<file path="src/rtl/hazard_stall_ctrl_pkg.sv">
// Shared encodings and helpers for the MIPS pipeline control blocks.
// Provides the mult/div op codes, Tuse/Tnew width and the hazard compare helper.
package mips_ctrl_pkg;

  localparam int T_W            = 2;
  localparam int TUSE_NEVER     = 3;
  localparam int DEF_MUL_CYCLES = 5;
  localparam int DEF_DIV_CYCLES = 10;
  localparam int DEF_CNT_W      = 4;

  typedef enum logic [1:0] {
    MD_OP_NONE = 2'b00,
    MD_OP_MUL  = 2'b01,
    MD_OP_DIV  = 2'b10,
    MD_OP_RSVD = 2'b11
  } md_op_e;

  typedef enum logic {
    MD_IDLE = 1'b0,
    MD_BUSY = 1'b1
  } md_state_e;

  // A source stalls only if a producer still needs more cycles than the consumer can wait.
  function automatic logic hz_match(
    input logic [4:0]     addr,
    input logic [T_W-1:0] tuse,
    input logic [4:0]     e_wa,
    input logic [T_W-1:0] e_tnew,
    input logic [4:0]     m_wa,
    input logic [T_W-1:0] m_tnew
  );
    return (addr != 5'd0) &&
           (((addr == e_wa) && (tuse < e_tnew)) ||
            ((addr == m_wa) && (tuse < m_tnew)));
  endfunction

endpackage

</file>
<file path="src/rtl/hazard_stall_ctrl_if.sv">
// Pipeline-control bundle between the D/E/M stages and the stall sequencer.
// slave = sequencer side, master = pipeline (or bench) side.
interface hazard_stall_ctrl_if
  import mips_ctrl_pkg::*;
();
  logic [4:0]     D_rs_addr;
  logic [4:0]     D_rt_addr;
  logic [T_W-1:0] D_tuse_rs;
  logic [T_W-1:0] D_tuse_rt;
  logic           D_uses_md;
  logic [4:0]     E_wa;
  logic [T_W-1:0] E_tnew;
  logic [4:0]     M_wa;
  logic [T_W-1:0] M_tnew;
  logic [1:0]     E_md_op;
  logic           F_en;
  logic           D_en;
  logic           E_flush;
  logic           md_busy;
  logic [31:0]    stall_count;

  modport slave (
    input  D_rs_addr, D_rt_addr, D_tuse_rs, D_tuse_rt, D_uses_md,
    input  E_wa, E_tnew, M_wa, M_tnew, E_md_op,
    output F_en, D_en, E_flush, md_busy, stall_count
  );

  modport master (
    output D_rs_addr, D_rt_addr, D_tuse_rs, D_tuse_rt, D_uses_md,
    output E_wa, E_tnew, M_wa, M_tnew, E_md_op,
    input  F_en, D_en, E_flush, md_busy, stall_count
  );
endinterface

</file>
<file path="src/rtl/hazard_stall_ctrl_md_busy_timer.sv">
// HI/LO unit busy timer: IDLE/BUSY FSM with a down-counter.
// Busy spans the start cycle (combinational on E_md_op) plus the counted cycles.
module md_busy_timer
  import mips_ctrl_pkg::*;
#(
  parameter int MUL_CYCLES = DEF_MUL_CYCLES,
  parameter int DIV_CYCLES = DEF_DIV_CYCLES,
  parameter int CNT_W      = DEF_CNT_W
) (
  input  logic       clk,
  input  logic       reset,
  input  logic [1:0] E_md_op,
  output logic       md_busy
);

  md_state_e        r_state;
  md_state_e        w_state_next;
  logic [CNT_W-1:0] r_cnt;
  logic [CNT_W-1:0] w_cnt_next;
  logic             w_start;

  assign w_start = (E_md_op == MD_OP_MUL) || (E_md_op == MD_OP_DIV);

  always_ff @(posedge clk or negedge reset) begin
    if (!reset) begin
      r_state <= MD_IDLE;
      r_cnt   <= '0;
    end else begin
      r_state <= w_state_next;
      r_cnt   <= w_cnt_next;
    end
  end

  always_comb begin
    w_state_next = r_state;
    w_cnt_next   = r_cnt;
    case (r_state)
      MD_IDLE: begin
        // Reserved op 11 falls through and leaves the unit idle.
        if (E_md_op == MD_OP_MUL) begin
          w_state_next = MD_BUSY;
          w_cnt_next   = CNT_W'(MUL_CYCLES - 1);
        end else if (E_md_op == MD_OP_DIV) begin
          w_state_next = MD_BUSY;
          w_cnt_next   = CNT_W'(DIV_CYCLES - 1);
        end
      end
      MD_BUSY: begin
        if (r_cnt <= CNT_W'(1)) begin
          w_state_next = MD_IDLE;
          w_cnt_next   = '0;
        end else begin
          w_cnt_next = r_cnt - CNT_W'(1);
        end
      end
      default: begin
        w_state_next = MD_IDLE;
        w_cnt_next   = '0;
      end
    endcase
  end

  always_comb begin
    md_busy = reset & ((r_state == MD_BUSY) | w_start);
  end

endmodule

</file>
<file path="src/rtl/hazard_stall_ctrl.sv">
// Pipeline stall sequencer: register hazards (Tuse/Tnew) plus mult/div busy interlock.
// Optional stall-cycle counter enabled by defining STALL_STATS_EN.
module hazard_stall_ctrl
  import mips_ctrl_pkg::*;
#(
  parameter int MUL_CYCLES = DEF_MUL_CYCLES,
  parameter int DIV_CYCLES = DEF_DIV_CYCLES,
  parameter int CNT_W      = DEF_CNT_W
) (
  input logic               clk,
  input logic               reset,
  hazard_stall_ctrl_if.slave bus
);

  logic [4:0]     w_src_addr [2];
  logic [T_W-1:0] w_src_tuse [2];
  logic [1:0]     w_reg_hz;
  logic           w_md_busy;
  logic           w_stall;

  assign w_src_addr[0] = bus.D_rs_addr;
  assign w_src_addr[1] = bus.D_rt_addr;
  assign w_src_tuse[0] = bus.D_tuse_rs;
  assign w_src_tuse[1] = bus.D_tuse_rt;

  genvar gi;
  generate
    for (gi = 0; gi < 2; gi++) begin : g_src
      assign w_reg_hz[gi] = hz_match(w_src_addr[gi], w_src_tuse[gi],
                                     bus.E_wa, bus.E_tnew, bus.M_wa, bus.M_tnew);
    end
  endgenerate

  md_busy_timer #(
    .MUL_CYCLES (MUL_CYCLES),
    .DIV_CYCLES (DIV_CYCLES),
    .CNT_W      (CNT_W)
  ) u_md_timer (
    .clk     (clk),
    .reset   (reset),
    .E_md_op (bus.E_md_op),
    .md_busy (w_md_busy)
  );

  // Held in reset the pipeline free-runs: no stall may leak out.
  assign w_stall = reset & ((|w_reg_hz) | (bus.D_uses_md & w_md_busy));

  assign bus.F_en    = ~w_stall;
  assign bus.D_en    = ~w_stall;
  assign bus.E_flush = w_stall;
  assign bus.md_busy = w_md_busy;

`ifdef STALL_STATS_EN
  logic [31:0] r_stall_count;

  always_ff @(posedge clk or negedge reset) begin
    if (!reset) begin
      r_stall_count <= '0;
    end else if (w_stall) begin
      r_stall_count <= r_stall_count + 32'd1;
    end
  end

  assign bus.stall_count = r_stall_count;
`else
  assign bus.stall_count = 32'h0;
`endif

endmodule
</file>
<file path="src/flat_wrapper.sv">
// flat-port wrapper written by rule: the top's interface ports become plain ports
module hazard_stall_ctrl_flat import mips_ctrl_pkg::*;
#(
  parameter int MUL_CYCLES = DEF_MUL_CYCLES,
  parameter int DIV_CYCLES = DEF_DIV_CYCLES,
  parameter int CNT_W      = DEF_CNT_W
)
  (clk, reset, bus_D_rs_addr, bus_D_rt_addr, bus_D_tuse_rs, bus_D_tuse_rt, bus_D_uses_md, bus_E_wa, bus_E_tnew, bus_M_wa, bus_M_tnew, bus_E_md_op, bus_F_en, bus_D_en, bus_E_flush, bus_md_busy, bus_stall_count);
  hazard_stall_ctrl_if bus_i ();
  input logic clk;
  input logic reset;
  input wire logic [$bits(bus_i.D_rs_addr)-1:0] bus_D_rs_addr;
  input wire logic [$bits(bus_i.D_rt_addr)-1:0] bus_D_rt_addr;
  input wire logic [$bits(bus_i.D_tuse_rs)-1:0] bus_D_tuse_rs;
  input wire logic [$bits(bus_i.D_tuse_rt)-1:0] bus_D_tuse_rt;
  input wire logic [$bits(bus_i.D_uses_md)-1:0] bus_D_uses_md;
  input wire logic [$bits(bus_i.E_wa)-1:0] bus_E_wa;
  input wire logic [$bits(bus_i.E_tnew)-1:0] bus_E_tnew;
  input wire logic [$bits(bus_i.M_wa)-1:0] bus_M_wa;
  input wire logic [$bits(bus_i.M_tnew)-1:0] bus_M_tnew;
  input wire logic [$bits(bus_i.E_md_op)-1:0] bus_E_md_op;
  output wire logic [$bits(bus_i.F_en)-1:0] bus_F_en;
  output wire logic [$bits(bus_i.D_en)-1:0] bus_D_en;
  output wire logic [$bits(bus_i.E_flush)-1:0] bus_E_flush;
  output wire logic [$bits(bus_i.md_busy)-1:0] bus_md_busy;
  output wire logic [$bits(bus_i.stall_count)-1:0] bus_stall_count;
  assign bus_i.D_rs_addr = bus_D_rs_addr;
  assign bus_i.D_rt_addr = bus_D_rt_addr;
  assign bus_i.D_tuse_rs = bus_D_tuse_rs;
  assign bus_i.D_tuse_rt = bus_D_tuse_rt;
  assign bus_i.D_uses_md = bus_D_uses_md;
  assign bus_i.E_wa = bus_E_wa;
  assign bus_i.E_tnew = bus_E_tnew;
  assign bus_i.M_wa = bus_M_wa;
  assign bus_i.M_tnew = bus_M_tnew;
  assign bus_i.E_md_op = bus_E_md_op;
  assign bus_F_en = bus_i.F_en;
  assign bus_D_en = bus_i.D_en;
  assign bus_E_flush = bus_i.E_flush;
  assign bus_md_busy = bus_i.md_busy;
  assign bus_stall_count = bus_i.stall_count;
  hazard_stall_ctrl #(.MUL_CYCLES(MUL_CYCLES), .DIV_CYCLES(DIV_CYCLES), .CNT_W(CNT_W)) u_core (.clk(clk), .reset(reset), .bus(bus_i));
endmodule
</file>
<file path="config.mk">
export PLATFORM = sky130hd
export DESIGN_NAME = hazard_stall_ctrl_flat
export DESIGN_NICKNAME = d
export VERILOG_FILES = /design/src/rtl/hazard_stall_ctrl_pkg.sv /design/src/rtl/hazard_stall_ctrl_if.sv /design/src/rtl/hazard_stall_ctrl_md_busy_timer.sv /design/src/rtl/hazard_stall_ctrl.sv /design/src/flat_wrapper.sv
export SDC_FILE = /design/constraint.sdc
export NUM_CORES = 1
export LEC_CHECK = 0
export ABC_CLOCK_PERIOD_IN_PS = 4680
export CAP_MARGIN = 20
export CORE_UTILIZATION = 36
export DETAILED_ROUTE_END_ITERATION = 7
export GPL_TIMING_DRIVEN = 0
export PLACE_DENSITY = 0.85
export SYNTH_ARGS = -nofsm -noshare
export SYNTH_HDL_FRONTEND = slang
export SYNTH_SLANG_ARGS = --single-unit
</file>
<file path="constraint.sdc">
create_clock -name clk -period 4.68 [get_ports clk]
set_input_delay 0.936 -clock clk [delete_from_list [all_inputs] [get_ports clk]]
set_output_delay 0.936 -clock clk [all_outputs]
set_load 0.005 [all_outputs]
</file>
# [Word level (Yosys, flattened, before mapping)]
# Cells that the tools add are included.
[op_classes] n_bitwise=7 order_cmp=5 addsub=1 mux=8 n_eq_ne=7 n_reduce_logical=12
[op_table] cell="5-bit equality test" count=4
[op_table] cell="4-bit 2-to-1 mux" count=3
[op_table] cell="5-bit nonzero test" count=2
[op_table] cell="2-bit < comparator" count=4
[op_table] cell="4-bit one-hot mux with 2 select lines" count=1
[op_table] cell="1-bit logical AND" count=6
[op_table] cell="4-bit by 1-bit less-or-equal comparator with 1-bit output, second input constant" count=1
[op_table] cell="4-bit by 1-bit subtractor with 4-bit output, second input constant" count=1
[op_table] cell="1-bit bitwise AND" count=3
[op_table] cell="1-bit logical OR" count=3
[op_table] cell="1-bit 2-to-1 mux" count=3
[op_table] cell="3-bit inequality test, second input constant" count=1
[op_table] cell="2-bit by 1-bit equality test with 1-bit output, second input constant" count=1
[op_table] cell="2-bit equality test, second input constant" count=1
[op_table] cell="1-bit NOT" count=2
[op_table] cell="1-bit bitwise OR" count=2
[op_table] cell="1-bit one-hot mux with 2 select lines" count=1
[op_table] cell="2-bit OR reduction" count=1
[totals] ff_bits=5 wordCells=42 output_inout_bits=36 in_bits=33

# [Longest topological paths before layout]
# Gate-level depths: netlist (run 1).
[depth] depth_word=8 mapped_depth=7 depth_no_buf=7

# [Modules after synthesis]
# Synthesis (run 1) repeated with hierarchy kept, for this count alone.
[unflattened] cells_unflattened=115 area_unflattened_um2=934.6
[by_module_without_submodules] module="hazard_stall_ctrl" seq_area_each_um2=0.0 cells_each=82 area_each_um2=635.6 n_inst=1
[by_module_without_submodules] module="md_busy_timer" seq_area_each_um2=125.1 cells_each=33 area_each_um2=299.0 n_inst=1

# [Least setup slack after synthesis (run 1)]
# OpenSTA, ideal clock, no wires.
[synth_path] path_type="input port to output port" start="in bus_M_tnew[1]" end="out bus_F_en" required_time_ns=3.744 path_stages=7 slack_ns=1.631 t_arrival_ns=2.113 path_buffers=1 path_cell_list="inv_1 -> ha_1 -> a2111oi_0 -> nand4_1 -> a21oi_1 -> a211oi_1 -> buf_4"
[synth_between] elab_chain_len=8 word_cells_on_any_way=12 cone_classes="order compare (2); bitwise (3); reduce/logical (7)"
[synth_rtl] item="from (decl)" line_no="flat_wrapper.sv:20" text="input wire logic [$bits(bus_i.M_tnew)-1:0] bus_M_tnew;"
[synth_rtl] item="2-bit < comparator" line_no="hazard_stall_ctrl_pkg.sv:34" text="((addr == m_wa) && (tuse < m_tnew)));"
[synth_rtl] item="1-bit logical AND" line_no="hazard_stall_ctrl_pkg.sv:34"
[synth_rtl] item="1-bit logical OR" line_no="hazard_stall_ctrl_pkg.sv:33" text="(((addr == e_wa) && (tuse < e_tnew)) ||"
[synth_rtl] item="1-bit logical AND" line_no="hazard_stall_ctrl_pkg.sv:32" text="return (addr != 5'd0) &&"
[synth_rtl] item="2-bit OR reduction *" line_no="hazard_stall_ctrl.sv:46" text="assign w_stall = reset & ((|w_reg_hz) | (bus.D_uses_md & w_md_busy));"
[synth_rtl] item="1-bit bitwise OR *" line_no="hazard_stall_ctrl.sv:46"
[synth_rtl] item="1-bit bitwise AND *" line_no="hazard_stall_ctrl.sv:46"
[synth_rtl] item="1-bit NOT *"
[synth_rtl] item="to (decl)" line_no="flat_wrapper.sv:22" text="output wire logic [$bits(bus_i.F_en)-1:0] bus_F_en;"
# Mark *: on every way between the ends. The rest lies on a longest branch, timed or not.

# [Worst setup path after layout (run 1)]
[layout_path] start="in bus_E_tnew[1]" end="out bus_F_en"
[layout_between] elab_chain_len=8 word_cells_on_any_way=12 cone_classes="order compare (2); bitwise (3); reduce/logical (7)"
[layout_rtl] item="from (decl)" line_no="flat_wrapper.sv:18" text="input wire logic [$bits(bus_i.E_tnew)-1:0] bus_E_tnew;"
[layout_rtl] item="2-bit < comparator" line_no="hazard_stall_ctrl_pkg.sv:33"
[layout_rtl] item="1-bit logical AND" line_no="hazard_stall_ctrl_pkg.sv:33"
[layout_rtl] item="1-bit logical OR" line_no="hazard_stall_ctrl_pkg.sv:33"
[layout_rtl] item="1-bit logical AND" line_no="hazard_stall_ctrl_pkg.sv:32"
[layout_rtl] item="2-bit OR reduction *" line_no="hazard_stall_ctrl.sv:46"
[layout_rtl] item="1-bit bitwise OR *" line_no="hazard_stall_ctrl.sv:46"
[layout_rtl] item="1-bit bitwise AND *" line_no="hazard_stall_ctrl.sv:46"
[layout_rtl] item="1-bit NOT *" line_no="hazard_stall_ctrl.sv:48" text="assign bus.F_en = ~w_stall;"
# Marks and branches as above.

==> results of run 1 <==
-- routing by layer --
metal	vias up	wire length [um]	part of all wire, %
li1	464	-	-
met1	383	828	38
met2	46	1090	50
met3	0	249	12
met4	0	0	0
met5	-	0	0
-- placed cells by master (no fill, tap or decap), types with 3 or more instances in the layout --
cell / netlist / final
ha_1: 7 / 7
xor2_1: 10 / 10
inv_1: 8 / 8
clkdlybuf4s50_1: 0 / 36
nand4_1: 4 / 4
conb_1: 1 / 32
dfrtp_1: 5 / 5
xnor2_1: 10 / 10
a21oi_1: 3 / 3
nor2_1: 3 / 3
clkbuf_4: 0 / 3
o21ai_0: 6 / 6
buf_4: 33 / 33
-- cells by family (layout without fill, tap and decap cells) --
logic type,after synthesis,in the layout,share of synthesized area (%)
buffers and inverters,41,81,30.7
AOI/OAI and AO/OA,20,20,14.2
xor gates and xnor gates,20,20,19.3
and+or+nand+nor,18,18,11.9
adders and majority gates,7,7,9.67
DFF,5,5,13.8
other,1,32,0.414
-- cell type report --
| class | instances | share of cell area [%] |
|---|---|---|
| well taps | 28 | 2.43 |
| plain buffers | 33 | 17.2 |
| clock buffers | 4 | 1.82 |
| flip-flops and latches | 5 | 8.67 |
| multi-input cells | 97 | 42.9 |
| inverters | 8 | 2.08 |
| repair buffers | 36 | 25.0 |
-- through the flow --
step / area, um^2 / total power, mW / worst slack (ps) / hold slack [ps]
6_report: 1440 / 0.328 / 493 / 566
4_1_cts: 1440 / 0.329 / 447 / 567
3_5_place_dp: 1420 / 0.276 / 470 / 562
3_3_place_gp: 1420 / 0.264 / 499 / 546
5_1_grt: 1440 / 0.361 / 310 / 615
2_1_floorplan: 1020 / 0.204 / 1630 / 516
-- report_power, final --
group | internal (mW) | leakage (nW) | switching [mW] | total, mW
combinational | 0.106 | 0.643 | 0.0832 | 0.189
sequential | 0.0651 | 0.0606 | 0.0236 | 0.0887
clock | 0.0323 | 0.0150 | 0.0179 | 0.0502
-- state kept, by name, summed over array words and instances (netlist names) --
name / flops
u_core.u_md_timer.r_cnt: 4
u_core.u_md_timer.r_state: 1
-- cell usage after synthesis --
library cell | number | area [um^2]
a221o_1 | 1 | 10.0
buf_4 | 33 | 248
conb_1 | 1 | 3.75
nor2b_1 | 1 | 6.26
a21oi_1 | 3 | 15.0
or4_1 | 2 | 15.0
nand4_1 | 4 | 25.0
nand2b_1 | 2 | 12.5
xor2_1 | 10 | 87.6
nor4_1 | 2 | 12.5
a211o_1 | 1 | 8.76
xnor2_1 | 10 | 87.6
nand2_1 | 1 | 3.75
inv_1 | 8 | 30.0
and4b_1 | 1 | 10.0
ha_1 | 7 | 87.6
o21ai_0 | 6 | 30.0
nor3_1 | 1 | 5.00
a2111oi_0 | 2 | 17.5
o211ai_1 | 1 | 7.51
o21ai_1 | 1 | 5.00
dfrtp_1 | 5 | 125
nor2_1 | 3 | 11.3
and2_1 | 1 | 6.26
a211oi_1 | 1 | 7.51
o31ai_1 | 2 | 15.0
o22ai_1 | 2 | 12.5
-- worst max path at each step --
stage	start	endpoint	depth (start not counted)
CTS	bus_E_tnew[1]	bus_F_en	9
finish	bus_E_tnew[1]	bus_F_en	9
floorplan	bus_M_tnew[1]	bus_F_en	7
detailed placement	bus_E_tnew[1]	bus_F_en	9
global route	bus_E_tnew[1]	bus_F_en	9
global placement	bus_E_tnew[1]	bus_F_en	9
==> run metrics, run 1 <==
status finished, final reports clean; final hold vios 0; fin util between 60% and 70%; Slew HR between 60% and 70%; crit path cell chain clkdlybuf4s50_1, inv_1, ha_1, a2111oi_0, nand4_1, a21oi_1, a211oi_1, buf_4, clkdlybuf4s50_1; fin nets about 220; post-layout min period 4190 ps; clock latency on the worst-skew pair 240 ps; placed cell count roughly 210; Most Crowded Layer GR met2; Synth Cell Area a little over 900 um^2; layout cells sized above 1 roughly a fifth; WP buf/inv 4; CTS clk-pin slew, worst paths ~40 ps; Setup CP Type primary input to output port; largest net degree at the start of global routing 9; HPWL Detailed around 1800 um; synthesized instance count between 100 and 150; Congestion Overflow GR 0; met2 Use GR 30.8%; hold buffer count at cts 0; CP arrival ~3300 ps; CP Launch Type primary input; Placer Congestion between 0.8 and 0.9; Seq. cell area 125 um^2; first-pass GRT wire length between 3000 and 4000 um; CTS Buf Count 3; Hold EP u_core.u_md_timer.r_cnt[0]; RR Startpoint u_core.u_md_timer.r_cnt[0]; FF-to-FF path depth 7; Placeable Area roughly 0.0023 mm^2; drt first pass iters 4; GR Layer Usage met1 around 16%; Routed Antenna Nets 0; final setup vio count 0; CTS root buffer clkbuf_4; initial antenna violation count 0; Pwr Density between 200 and 250 mW/mm^2; met3 GRT Util ~3.2%; sequential area share after synthesis between 10 and 15%; clock tree from TritonCTS yes; peak supply drop around 0.24 mV; Post-Route WL approximately 2200 um; Setup Buffers After CTS 0; Ys Warns 0; diodes inserted 0; die height between 50 and 60 um; IO buf count 36; FILL cells 214; DRC Markers 0; Clock Path Buffers 2; max incr delay on CP 500 ps; Layout area overhead 59.4%; worst slew pin tran 525 ps; FMAX ~240 MHz; final max-slew violation count 0; HP Class flop to flop; post-route insts no fill between 200 and 250; mean post-synth cell area around 8.1 um^2; CP max stage cell a2111oi_0; die extent in x 52.2 um; crit end category output port; r2r setup slk roughly 3000 ps; number of core rows 17; LEAKAGE 0.719 nW; Vias between 800 and 900; vias per cell 4.23; period utilization just under 90%; clk_skew between 1.5 and 2 ps; Multi-input gate area around 620 um^2; hold path depth 1; CP dominant cell by count clkdlybuf4s50_1; die area approximately 0.0027 mm^2; DR WL/cell between 10 and 15 um; GR Util All Layers roughly 16%; post-synthesis cell type count 27; Initial Util roughly two fifths; H-tree Lvls 1; register bit total from synthesis 5; setup_tns 0 ps; Top delay family on crit path buffers and inverters; worst path required time approximately 3700 ps; CTS Sinks 5; Min-Delay Startpoint u_core.u_md_timer.r_cnt[0]; Resize count post-CTS 0; vias in the first global route 780; initial drt markers 11; I/O Pins between 60 and 70; top fanout value on the critical path 2; unrepaired setup endpoints after global routing false; reg2reg end u_core.u_md_timer.r_cnt[3]; # Max-Cap Violations 0
No activity file was read; power rests on OpenSTA's default activity.
==> inputs of run 2 (changes only) <==
- CTS_CLUSTER_SIZE: not set -> 25
==> results of run 2 <==
Same layout as run 1: the final DEF is identical, and so are final timing and power.
==> inputs of run 3 (changes only) <==
- ABC_CLOCK_PERIOD_IN_PS: 4680 -> 3800
- CORE_UTILIZATION: 36 -> 30
- PLACE_DENSITY: 0.85 -> 0.76
- SLEW_MARGIN: not set -> 0
- clock period: 4.68 -> 3.8 ns (I/O delays scaled with it)
==> run metrics, run 3 (same netlist as run 1, synthesis figures left out) <==
post-layout min period around 3600 ps; Slew HR 62.6%; final max-slew violation count 0; most frequent cells in the layout clkdlybuf4s50_1 (36), buf_4 (33), conb_1 (32); Initial Util 32.3%; share of power burned in registers roughly 27%; CTS root buffer clkbuf_4; Vias a little under 900; Pwr Total around 400 uW; FMAX between 200 and 300 MHz; FILL cells 286; DRC Markers 16; Congestion Overflow GR 0; GR Util All Layers between 10% and 20%; Routed Antenna Nets 0; diodes inserted 0; part of the power in combinational logic between 50 and 60%; clock tree from TritonCTS yes; drt first pass iters 6; vias per cell approximately 4.1; # Max-Cap Violations 0; Fin Hold WS 567 ps; I/O Pins between 60 and 70; CTS Sinks 5; Clock Path Buffers 2; reg2reg end u_core.u_md_timer.r_cnt[3]; layout cells sized above 1 between 20% and 30%; placed cell count 210; initial drt markers 32; Largest Register u_core.u_md_timer.r_cnt; FF-to-FF path depth 7; Placer Congestion about 0.84; unrepaired setup endpoints after global routing false; period utilization a little over nine tenths; crit path cell chain clkdlybuf4s50_1, inv_1, ha_1, a2111oi_2, nand4_1, a21oi_2, a211oi_2, buf_4, clkdlybuf4s50_1; LEAKAGE between 0.7 and 0.8 nW; max incr delay on CP between 400 and 500 ps; top fanout value on the critical path 2; end point of the critical path bus_F_en; CTS Buf Count 3; Clk pwr share 14.9%; Placeable Area 0.00281 mm^2; IO buf count 36; clock latency on the worst-skew pair between 200 and 250 ps; CP Launch Type primary input; hold buffer count at cts 0; HP Class flop to flop; peak supply drop 0.311 mV; die area roughly 0.0032 mm^2; Setup CP Type primary input to output port; number of core rows 19; r2r setup slk ~2100 ps; die extent in x 57.0 um; Seq. cell area ~130 um^2; first-pass GRT wire length 3410 um; Multi-input gate area 641 um^2; RR Startpoint u_core.u_md_timer.r_cnt[0]; final setup vio count 0; H-tree Lvls 1; sw frac between 30% and 40%; CTS clk-pin slew, worst paths ~40 ps; commonest non-fill, non-tap cell in the layout clkdlybuf4s50_1; status finished, violations left; final hold vios 0; fin util between 50% and 60%; worst slew pin tran between 500 and 600 ps; failing checks DRC; CP max stage cell clkdlybuf4s50_1; HPWL Detailed between 1500 and 2000 um; Setup Buffers After CTS 0; crit end category output port; max reg flops 4; vias in the first global route around 800; CP dominant cell by count clkdlybuf4s50_1; largest net degree at the start of global routing 9; post-route insts no fill between 200 and 250; Post-Route WL approximately 2100 um; fin nets about 220; crit path from bus_E_tnew[1]; P_sw approximately 150 uW; internal power between 200 and 300 uW; die height around 57 um; initial antenna violation count 0; CP arrival between 2000 and 3000 ps; worst path required time 3040 ps; Top Registers u_core.u_md_timer.r_cnt (4), u_core.u_md_timer.r_state (1); Layout area overhead 62.2%; Pwr Density 274 mW/mm^2; clk_skew just under 0.4 ps; DR WL/cell roughly 10 um
[run 3: cell types whose count changed in the layout (fill, tap and decap cells not counted)]
cell       previous run  this run
a2111oi_0             2         0
a211oi_1              1         0
a211oi_2              0         1
a21oi_1               3         2
a2111oi_2             0         2
a21oi_2               0         1
[run 3: metal layers]
| layer | wire length, um | global-route usage [%] | part of all wire (%) | vias to the layer above |
|---|---|---|---|---|
| met3 | 211 | 1.81 | 10 | 2 |
| met1 | 872 | 16.3 | 41 | 378 |
| met4 | 14 | 4.53 | 0.66 | 0 |
| met2 | 1010 | 23.5 | 48 | 43 |
| met5 | 0 | 0 | 0 | - |
| li1 | - | - | - | 464 |
[run 3: repair_timing]
action                     4_1_cts  5_1_grt
gates resized for setup          1        5
setup endpoints to repair        2        3
hold endpoints to repair         0        0
[run 3: per-stage QoR]
step                      area [um^2]  TNS, ps  setup WS [ps]
after floorplan                  1020        0           1100
after global placement           1420     -115          -71.9
after detailed placement         1420    -32.1          -29.4
after CTS                        1450        0           51.0
after global routing             1470        0           14.9
final                            1470        0            158
[run 3: layout make-up]
cell class	instances	area share (%)
Multi-Input combinational cell	97	43.6
Clock buffer	4	1.79
Sequential cell	5	8.52
Tap cell	31	2.64
Buffer	33	16.9
Timing Repair Buffer	36	24.5
Inverter	8	2.04
[run 3: power by group through the flow]
stage / clock (mW) / sequential, mW / combinational, mW
final: 0.0601 / 0.108 / 0.234
after floorplan: 0 / 0.101 / 0.150
after global placement: 0 / 0.107 / 0.225
after detailed placement: 0 / 0.108 / 0.228
after global routing: 0.0675 / 0.115 / 0.266
after CTS: 0.0647 / 0.107 / 0.230
[run 3: worst min path at each step]
stage / start / endpoint / slack (ps) / cells past startpoint
3_3_place_gp: u_core.u_md_timer.r_cnt[0] / u_core.u_md_timer.r_cnt[0] / 560 / 1
4_1_cts: u_core.u_md_timer.r_cnt[2] / u_core.u_md_timer.r_cnt[2] / 570 / 1
6_report: u_core.u_md_timer.r_cnt[2] / u_core.u_md_timer.r_cnt[2] / 570 / 1
5_1_grt: u_core.u_md_timer.r_cnt[2] / u_core.u_md_timer.r_cnt[2] / 600 / 1
3_5_place_dp: u_core.u_md_timer.r_cnt[2] / u_core.u_md_timer.r_cnt[2] / 550 / 1
2_1_floorplan: reset / u_core.u_md_timer.r_cnt[0] / 460 / 0
[run 3: worst max-delay path: cells and delay by family]
kind | cells | cell delay [ps]
buffers and inverters | 4 | 1080
AND/OR/NAND/NOR | 1 | 160
AO/OA/AOI/OAI | 3 | 580
adder cells (fa/ha/maj) | 1 | 300
